<file path="config.mk">
export PLATFORM = sky130hd
export DESIGN_NAME = switch_debouncer
export DESIGN_NICKNAME = d
export VERILOG_FILES = /design/src/rtl/switch_debouncer.sv
export SDC_FILE = /design/constraint.sdc
export NUM_CORES = 1
export LEC_CHECK = 0
export CORE_AREA = 2 2 89 91
export DETAILED_ROUTE_END_ITERATION = 6
export DIE_AREA = 0 0 91 93
export GPL_ROUTABILITY_DRIVEN = 1
export PLACE_DENSITY_LB_ADDON = 0.25
export SETUP_SLACK_MARGIN = 0.5
export SLEW_MARGIN = 10
export SYNTH_ARGS = -nofsm -noshare
export SYNTH_HDL_FRONTEND = slang
export SYNTH_SLANG_ARGS = --single-unit
</file>
<file path="constraint.sdc">
create_clock -name i_clk -period 2.9 [get_ports i_clk]
set_input_delay 0.29 -clock i_clk [delete_from_list [all_inputs] [get_ports i_clk]]
set_output_delay 0.29 -clock i_clk [all_outputs]
set_load 0.005 [all_outputs]
</file>
<file path="src/rtl/switch_debouncer.sv">
// switch_debouncer
// Conditions the raw board slide switches before they reach the LED blinker.
// Each channel has a 2-FF synchroniser followed by a small debounce FSM with a
// persistence counter. The FSM accepts a new level only after it has been seen
// at the synchroniser output for DEBOUNCE_COUNT consecutive clocks. When a
// level is accepted, the channel emits a one-cycle change pulse.
//
// Timing: a level held stable at i_sw_raw shows up on o_sw_clean DEBOUNCE_COUNT+2
// rising edges after it is first sampled. Two of those edges are spent in the
// synchroniser and DEBOUNCE_COUNT in the counter. o_sw_changed rises in the
// same cycle that o_sw_clean takes its new value. Every output comes straight
// from a flop.

module switch_debouncer #(
  parameter int NUM_SW         = 3,
  parameter int DEBOUNCE_COUNT = 500_000
) (
  input  logic              i_clk,
  input  logic              i_rst,
  input  logic [NUM_SW-1:0] i_sw_raw,
  output logic [NUM_SW-1:0] o_sw_clean,
  output logic [NUM_SW-1:0] o_sw_changed
);

  // Counter width follows from the debounce period. It only has to reach
  // DEBOUNCE_COUNT-1, so $clog2 gives exactly enough bits and the counter
  // can never wrap.
  localparam int               CNT_W    = (DEBOUNCE_COUNT > 1) ? $clog2(DEBOUNCE_COUNT) : 1;
  localparam logic [CNT_W-1:0] CNT_LAST = CNT_W'(DEBOUNCE_COUNT - 1);
  localparam logic [CNT_W-1:0] CNT_ONE  = CNT_W'(1);

  // MATCH     : synchronised level equals the accepted level; the counter idles at 0.
  // COUNTING  : synchronised level differs; the counter measures how long it persists.
  typedef enum logic {
    ST_MATCH    = 1'b0,
    ST_COUNTING = 1'b1
  } deb_state_e;

  // Synchroniser stages
  logic [NUM_SW-1:0] sync1_q;
  logic [NUM_SW-1:0] sync2_q;

  // Per-channel debounce state
  deb_state_e        state_q  [NUM_SW];
  deb_state_e        state_d  [NUM_SW];
  logic [CNT_W-1:0]  count_q  [NUM_SW];
  logic [CNT_W-1:0]  count_d  [NUM_SW];
  logic [NUM_SW-1:0] clean_q;
  logic [NUM_SW-1:0] clean_d;
  logic [NUM_SW-1:0] changed_q;
  logic [NUM_SW-1:0] changed_d;

  // Two-flop synchroniser per channel; only sync2_q is allowed to feed the FSMs.
  always_ff @(posedge i_clk) begin
    // NOTE: sequential state uses non-blocking (<=) so every flop samples the
    // pre-edge value of its neighbour; with '=' sync2_q would grab the new
    // sync1_q and the two stages would collapse into one.
    if (i_rst) begin
      sync1_q <= '0;
      sync2_q <= '0;
    end else begin
      sync1_q <= i_sw_raw;
      sync2_q <= sync1_q;
    end
  end

  // Debounce state registers: FSM state, persistence counters, accepted level and pulse.
  always_ff @(posedge i_clk) begin
    if (i_rst) begin
      // NOTE: count_q is an array of ordinary flops, not a RAM, so it can take
      // a reset. Resetting it here means a change that was half-way counted
      // when reset arrived is forgotten completely.
      for (int k = 0; k < NUM_SW; k++) begin
        state_q[k] <= ST_MATCH;
        count_q[k] <= '0;
      end
      clean_q   <= '0;
      changed_q <= '0;
    end else begin
      for (int k = 0; k < NUM_SW; k++) begin
        state_q[k] <= state_d[k];
        count_q[k] <= count_d[k];
      end
      clean_q   <= clean_d;
      changed_q <= changed_d;
    end
  end

  // Next-state logic per channel: advance the counter, accept the level at
  // terminal count, and classify the following cycle.
  always_comb begin
    for (int k = 0; k < NUM_SW; k++) begin
      // NOTE: every output of this block gets a default before any branch.
      // A path that left one unassigned would infer a latch.
      state_d[k]   = state_q[k];
      count_d[k]   = count_q[k];
      clean_d[k]   = clean_q[k];
      changed_d[k] = 1'b0;

      unique case (state_q[k])
        ST_MATCH: begin
          count_d[k] = '0;
        end
        ST_COUNTING: begin
          if (count_q[k] == CNT_LAST) begin
            clean_d[k]   = sync2_q[k];
            count_d[k]   = '0;
            changed_d[k] = 1'b1;
          end else begin
            count_d[k] = count_q[k] + CNT_ONE;
          end
        end
        default: begin
          count_d[k] = '0;
        end
      endcase

      // sync1_q is what sync2_q holds after this edge. Comparing it with the
      // next accepted level therefore gives the state for the next cycle.
      // This keeps state_q equal to (sync2_q != clean_q) at all times. When
      // sync2_q drops back to the accepted level, the channel is in MATCH on
      // that edge and the counter clears, even at terminal count.
      state_d[k] = (sync1_q[k] == clean_d[k]) ? ST_MATCH : ST_COUNTING;
    end
  end

  assign o_sw_clean   = clean_q;
  assign o_sw_changed = changed_q;

endmodule
</file>
==> flow_metrics.py, run 1 <==
metrics = {
    "outcome": {
        "status": "finished clean",
    },
    "logic_synthesis": {
        "synth_ff_type": "dfxtp_1",
        "ys_warn_count": 0,
        "avgSynthCellArea_um2": 8.72,
        "syn_inst": 378,
        "ys_seq_area_frac": 0.437,
        "syn_area_um2": 3300,
        "async_flop_share": 0,
        "synth_cell_type_count": 49,
        "syn-num-nets": 386,
        "ys_ff_latch": 72,
        "synth_edf_count": 0,
    },
    "route": {
        "wire_per_inst_um": 12.7,
        "vias_per_cell": 5.32,
        "ant_nets": 0,
        "drt-pass1-iter-count": 4,
        "num_vias": 2635,
        "wirelength_mm": 6.26,
        "drt-initial-drc-count": 95,
        "drc_errors": 0,
    },
    "critical_path": {
        "crit_family": "simple AND/OR/NAND/NOR gates",
        "start_kind": "register",
        "critPathMaxFanout": 19,
        "cp_slowest_stage_delay_ps": 590,
        "crit_chain": "ha_1, nand4_1, nor4_1, a211o_1, nor2_1",
        "cp_slowest_cell": "a211o_1",
        "cp.required_ps": 3100,
        "end_kind": "register",
        "crit_arrival_ps": 2360,
        "path_class": "register to register",
        "path_buf_inv": 0,
    },
    "global_route": {
        "antenna_found_initial": 0,
        "grt_first_pass_wirelength_mm": 11.2,
        "grt_pass1_vias": 2438,
        "grt_start_max_net_pins": 20,
        "grt_overflow": 0,
        "grt_usage": 0.160,
    },
    "clock_network": {
        "postCtsSetupBuffers": 0,
        "h-tree-depth": 3,
        "clock-sinks": 72,
        "post_cts_resized": 0,
        "cts_tree": "built",
        "clockBufferDepth": 2,
        "cts.clk_slew.worst_paths_ps": 70,
        "cts_made_buffers": 9,
        "ctsHoldBuffers": 0,
        "cts_root_buf": "clkbuf_8",
        "clock_latency_ps": 340,
    },
    "cells_and_area": {
        "nNetsFinal": 396,
        "final_layout_size_suffix_gt1_frac": 0.0992,
        "post-route-util": 0.492,
        "layout_common_cells": "dfxtp_1, nor2_1, xnor2_1, nand3_1, nand2_1",
        "diodes": 0,
        "layoutNonFillerInstCount": 495,
        "syn2layout_area_growth_pct": 12.2,
        "final_common_cell": "dfxtp_1",
    },
    "floorplan": {
        "dieArea_um2": 8460,
        "die_y_um": 93,
        "num_rows": 32,
        "core_area_um2": 7530,
        "start_util": 0.438,
        "io-pin-count": 11,
        "fp.dieW_um": 91,
    },
    "worst_hold_path": {
        "hold_class": "register to register",
    },
    "timing": {
        "finalMaxSlewViolations": 0,
        "rsz0062_at_grt": "no",
        "final_hold_viol_count": 0,
        "finClkSkew_ps": 9.64,
        "tightest_slew_ps": 636,
        "setup_viol": 0,
        "finalCritPeriodShare": 0.744,
        "max_slew_margin": 0.572,
        "setup_tns_ps": 0,
        "fin_crit_ps": 2160,
        "fmax_mhz": 464,
    },
    "power": {
        "vdd_drop_max_mv": 0.275,
        "power_mw": 1.91,
        "leakagePower_nw": 1.09,
        "p_per_area_nw_per_um2": 516,
    },
    "placed_design": {
        "dpl.hpwl_mm": 4.29,
        "port_buffers": 10,
        "dp.cells": 479,
        "gp_congestion": 0.792,
    },
    "run": {
        "drv_cap": 0,
    },
}
## layout make-up
| type | count | area [µm²] |
|---|---|---|
| tap | 102 | 128 |
| clock buffer | 10 | 138 |
| fill | 751 | 3830 |
| clock inverter | 6 | 82.6 |
| inverter | 15 | 56.3 |
| sequential | 72 | 1440 |
| multi-input combinational | 278 | 1740 |
| timing repair buffer | 12 | 115 |
## stage by stage
| step | area (µm²) | setup WS (ps) | hold slack [ps] |
|---|---|---|---|
| 2_1_floorplan | 3300 | 967 | 418 |
| 3_3_place_gp | 3470 | 692 | 429 |
| 3_5_place_dp | 3470 | 660 | 438 |
| 4_1_cts | 3690 | 642 | 455 |
| 5_1_grt | 3700 | 505 | 469 |
| 6_report | 3700 | 743 | 445 |
## cells in the mapped netlist (all sizes together) (3+ instances only)
cell type  instances  area (µm²)
xnor2             30         263
nand4b             3        26.3
or3               11        71.3
nor3              13        70.1
clkbuf             7        26.3
nor3b              6        45.0
nor2b             11        68.8
and4               4        36.3
nor4              14        87.6
nor2              54         203
dfxtp             72        1440
o21ai             12        60.1
buf                6        41.3
a21oi             15        78.8
ha                 3        37.5
inv               15        56.3
xor2               9        78.8
and3               3        20.0
nand2             20        75.1
nand3             25         125
nand4             17         149
o2111ai            3        26.3
or4                5        45.0
## report_power, final
group | leakage [nW] | internal [mW] | switching (mW)
sequential | 0.582 | 0.995 | 0.00638
clock | 0.112 | 0.503 | 0.373
combinational | 0.401 | 0.0140 | 0.0168
## metal layers
metal / GRT usage / vias up / wire, µm
li1: - / 1359 / -
met1: 0.220 / 1235 / 3240
met2: 0.239 / 27 / 2730
met3: 0.0427 / 14 / 175
met4: 0.0682 / 0 / 123
met5: 0 / - / 0
## worst register-to-register path: stages, from the launching register on
cell	delay (ps)
dfxtp_1	350
ha_1	350
nand4_1	130
nor4_1	480
a211o_1	590
nor2_1	120
## final timing paths
check              endpoint  cells past startpoint  slack, ps           start
min reg2reg  count_q[0][38]                      1        450  count_q[0][38]
min          count_q[0][38]                      1        450  count_q[0][38]
max          count_q[0][42]                      5        740  count_q[0][38]
max reg2reg  count_q[0][42]                      5        740  count_q[0][38]
## state kept, by name, summed over array words and instances, names as in the netlist
name	cells
sync1_q	3
state_q	3
sync2_q	3
o_sw_clean	3
count_q	57
o_sw_changed	3
## cell families (layout without fill, tap and decap cells)
group,Yosys count,in the layout,synth area share
AND/OR/NAND/NOR,197,197,0.337
flip-flops,72,72,0.437
AO/OA/AOI/OAI,39,39,0.0733
XOR/XNOR,39,39,0.104
buffers and inverters,28,43,0.0376
adder cells (fa/ha/maj),3,3,0.0114
Note: power is estimated with default switching activity, not from simulation.
==> inputs of run 2 (changes only) <==
==> constraint.sdc (replaced) <==
create_clock -name i_clk -period 1.8 [get_ports i_clk]
set_input_delay 0.18 -clock i_clk [delete_from_list [all_inputs] [get_ports i_clk]]
set_output_delay 0.18 -clock i_clk [all_outputs]
set_load 0.005 [all_outputs]
==> flow_metrics.py, run 2 (synthesis results as in run 1) <==
metrics = {
    "critical_path": {
        "end_kind": "register",
        "worst_r2r_path_depth": 5,
        "worstSetupStartpoint": "count_q[0][14]",
        "critical_path.endpoint": "count_q[0][18]",
        "cp.required_ps": 2100,
        "path_class": "register to register",
        "r2r_start": "count_q[0][14]",
        "rrSetupSlack_ps": 100,
        "rr_endpoint": "count_q[0][18]",
        "start_kind": "register",
        "critPathMaxFanout": 4,
        "crit_arrival_ps": 2000,
    },
    "placed_design": {
        "dp.cells": 503,
        "gp_congestion": 0.826,
        "port_buffers": 10,
        "dpl.hpwl_mm": 4.73,
    },
    "global_route": {
        "grt_overflow": 0,
        "grt_first_pass_wirelength_mm": 13.2,
        "grt_pass1_vias": 2868,
        "grt_start_max_net_pins": 20,
        "grt_usage": 0.195,
        "antenna_found_initial": 0,
    },
    "cells_and_area": {
        "syn2layout_area_growth_pct": 45.6,
        "largest_reg_flops": 57,
        "diodes": 0,
        "layoutNonFillerInstCount": 557,
        "layout_common_cells": "buf_4, xnor2_1, dfxtp_1, nor2_2, dfxtp_2",
        "nNetsFinal": 458,
        "final_common_cell": "buf_4",
        "largest_register": "count_q",
        "final_layout_size_suffix_gt1_frac": 0.464,
        "fill_cells": 624,
    },
    "floorplan": {
        "dieArea_um2": 8460,
        "io-pin-count": 11,
        "num_rows": 32,
        "die_y_um": 93,
        "fp.dieW_um": 91,
        "core_area_um2": 7530,
        "start_util": 0.438,
    },
    "clock_network": {
        "cts.clk_slew.worst_paths_ps": 90,
        "clock_latency_ps": 360,
        "clockBufferDepth": 2,
        "h-tree-depth": 3,
        "cts_root_buf": "clkbuf_8",
        "cts_made_buffers": 9,
        "clock-sinks": 72,
        "ctsHoldBuffers": 0,
        "cts_tree": "built",
    },
    "power": {
        "p_sw_uw": 694,
        "vdd_drop_max_mv": 0.559,
        "p_per_area_nw_per_um2": 674,
        "p_int_mw": 2.54,
        "p_comb_frac": 0.026,
        "leakagePower_nw": 1.63,
        "p_sw_frac": 0.215,
        "clockPowerShare": 0.483,
        "power_frac_seq": 0.491,
    },
    "timing": {
        "fin_crit_ps": 1700,
        "fmax_mhz": 589,
        "setup_viol": 0,
        "final_hold_viol_count": 0,
        "rsz0062_at_grt": "yes",
        "finalCritPeriodShare": 0.943,
        "tightest_slew_ps": 390,
        "finClkSkew_ps": 12.4,
        "max_slew_margin": 0.738,
        "setup_tns_ps": 0,
        "finalMaxSlewViolations": 0,
    },
    "route": {
        "drt-initial-drc-count": 90,
        "wirelength_mm": 8.03,
        "vias_per_cell": 5.40,
        "num_vias": 3006,
        "drc_errors": 0,
        "wire_per_inst_um": 14.4,
        "ant_nets": 0,
        "drt-pass1-iter-count": 4,
    },
    "worst_hold_path": {
        "hp-start": "i_sw_raw[1]",
        "hold_class": "primary input to register",
    },
    "outcome": {
        "status": "finished clean",
    },
    "run": {
        "drv_cap": 0,
    },
}
==> run 2: changes by cell type in the layout (fill, tap and decap cells not counted), sizes merged <==
cell and change:
bufinv +1, buf +60, clkbuf +1, clkdlybuf4s50 -6, dlygate4sd2 +6
==> run 2: area by class of cell <==
cell class | instances | area [µm²] | area share
well taps | 102 | 128 | 0.0266
clock inverters | 7 | 120 | 0.0250
repair buffers | 74 | 681 | 0.142
clock buffers | 9 | 124 | 0.0258
multi-input cells | 278 | 2160 | 0.449
inverters | 15 | 56.3 | 0.0117
flip-flops and latches | 72 | 1540 | 0.320
==> run 2: worst min-delay path by stage <==
stage               depth (start not counted)              to  slack (ps)
finish                                      2      sync1_q[1]         380
global route                                2      sync1_q[0]         380
CTS                                         2      sync1_q[1]         370
detailed placement                          1  count_q[0][38]         410
global placement                            1  count_q[0][38]         400
floorplan                                   1      sync1_q[0]         310
==> run 2: power by group through the flow <==
stage | Clock (mW) | Sequential [mW] | Combinational, mW
finish | 1.56 | 1.59 | 0.0854
global route | 1.67 | 1.59 | 0.0910
CTS | 1.59 | 1.59 | 0.0701
detailed placement | 0 | 1.64 | 0.0588
global placement | 0 | 1.64 | 0.0576
floorplan | 0 | 1.64 | 0.0380
==> run 2: repair_timing <==
item | 4_1_cts | 5_1_grt
gates resized for setup | 68 | 53
pin swaps | 25 | 16
endpoints found under the setup margin | 72 | 66
gates cloned | 2 | 3
setup buffers | 25 | 8
==> run 2: routing by layer <==
layer	GRT usage	wire (µm)	up-vias
li1	-	-	1484
met1	0.241	3730	1458
met2	0.318	3810	45
met3	0.0500	266	19
met4	0.0934	225	0
met5	0	0	-
==> run 2: through the flow <==
step | power, mW | setup WS, ps | instance area (µm²) | hold WS (ps) | util
floorplan | 1.68 | 69.5 | 3550 | 308 | -
global placement | 1.70 | 98.9 | 3880 | 404 | 0.515
detailed placement | 1.70 | 60.1 | 3880 | 409 | 0.515
CTS | 3.25 | 64.9 | 4510 | 366 | 0.600
global route | 3.35 | 31.0 | 4800 | 381 | 0.638
finish | 3.24 | 102 | 4800 | 379 | 0.638
==> run 2: worst max-delay path, cell delays in order (launching register included) <==
cell     delay [ps]
dfxtp_2         400
inv_1            80
or4_4           570
buf_6           140
or3_4           320
a21oi_2         130
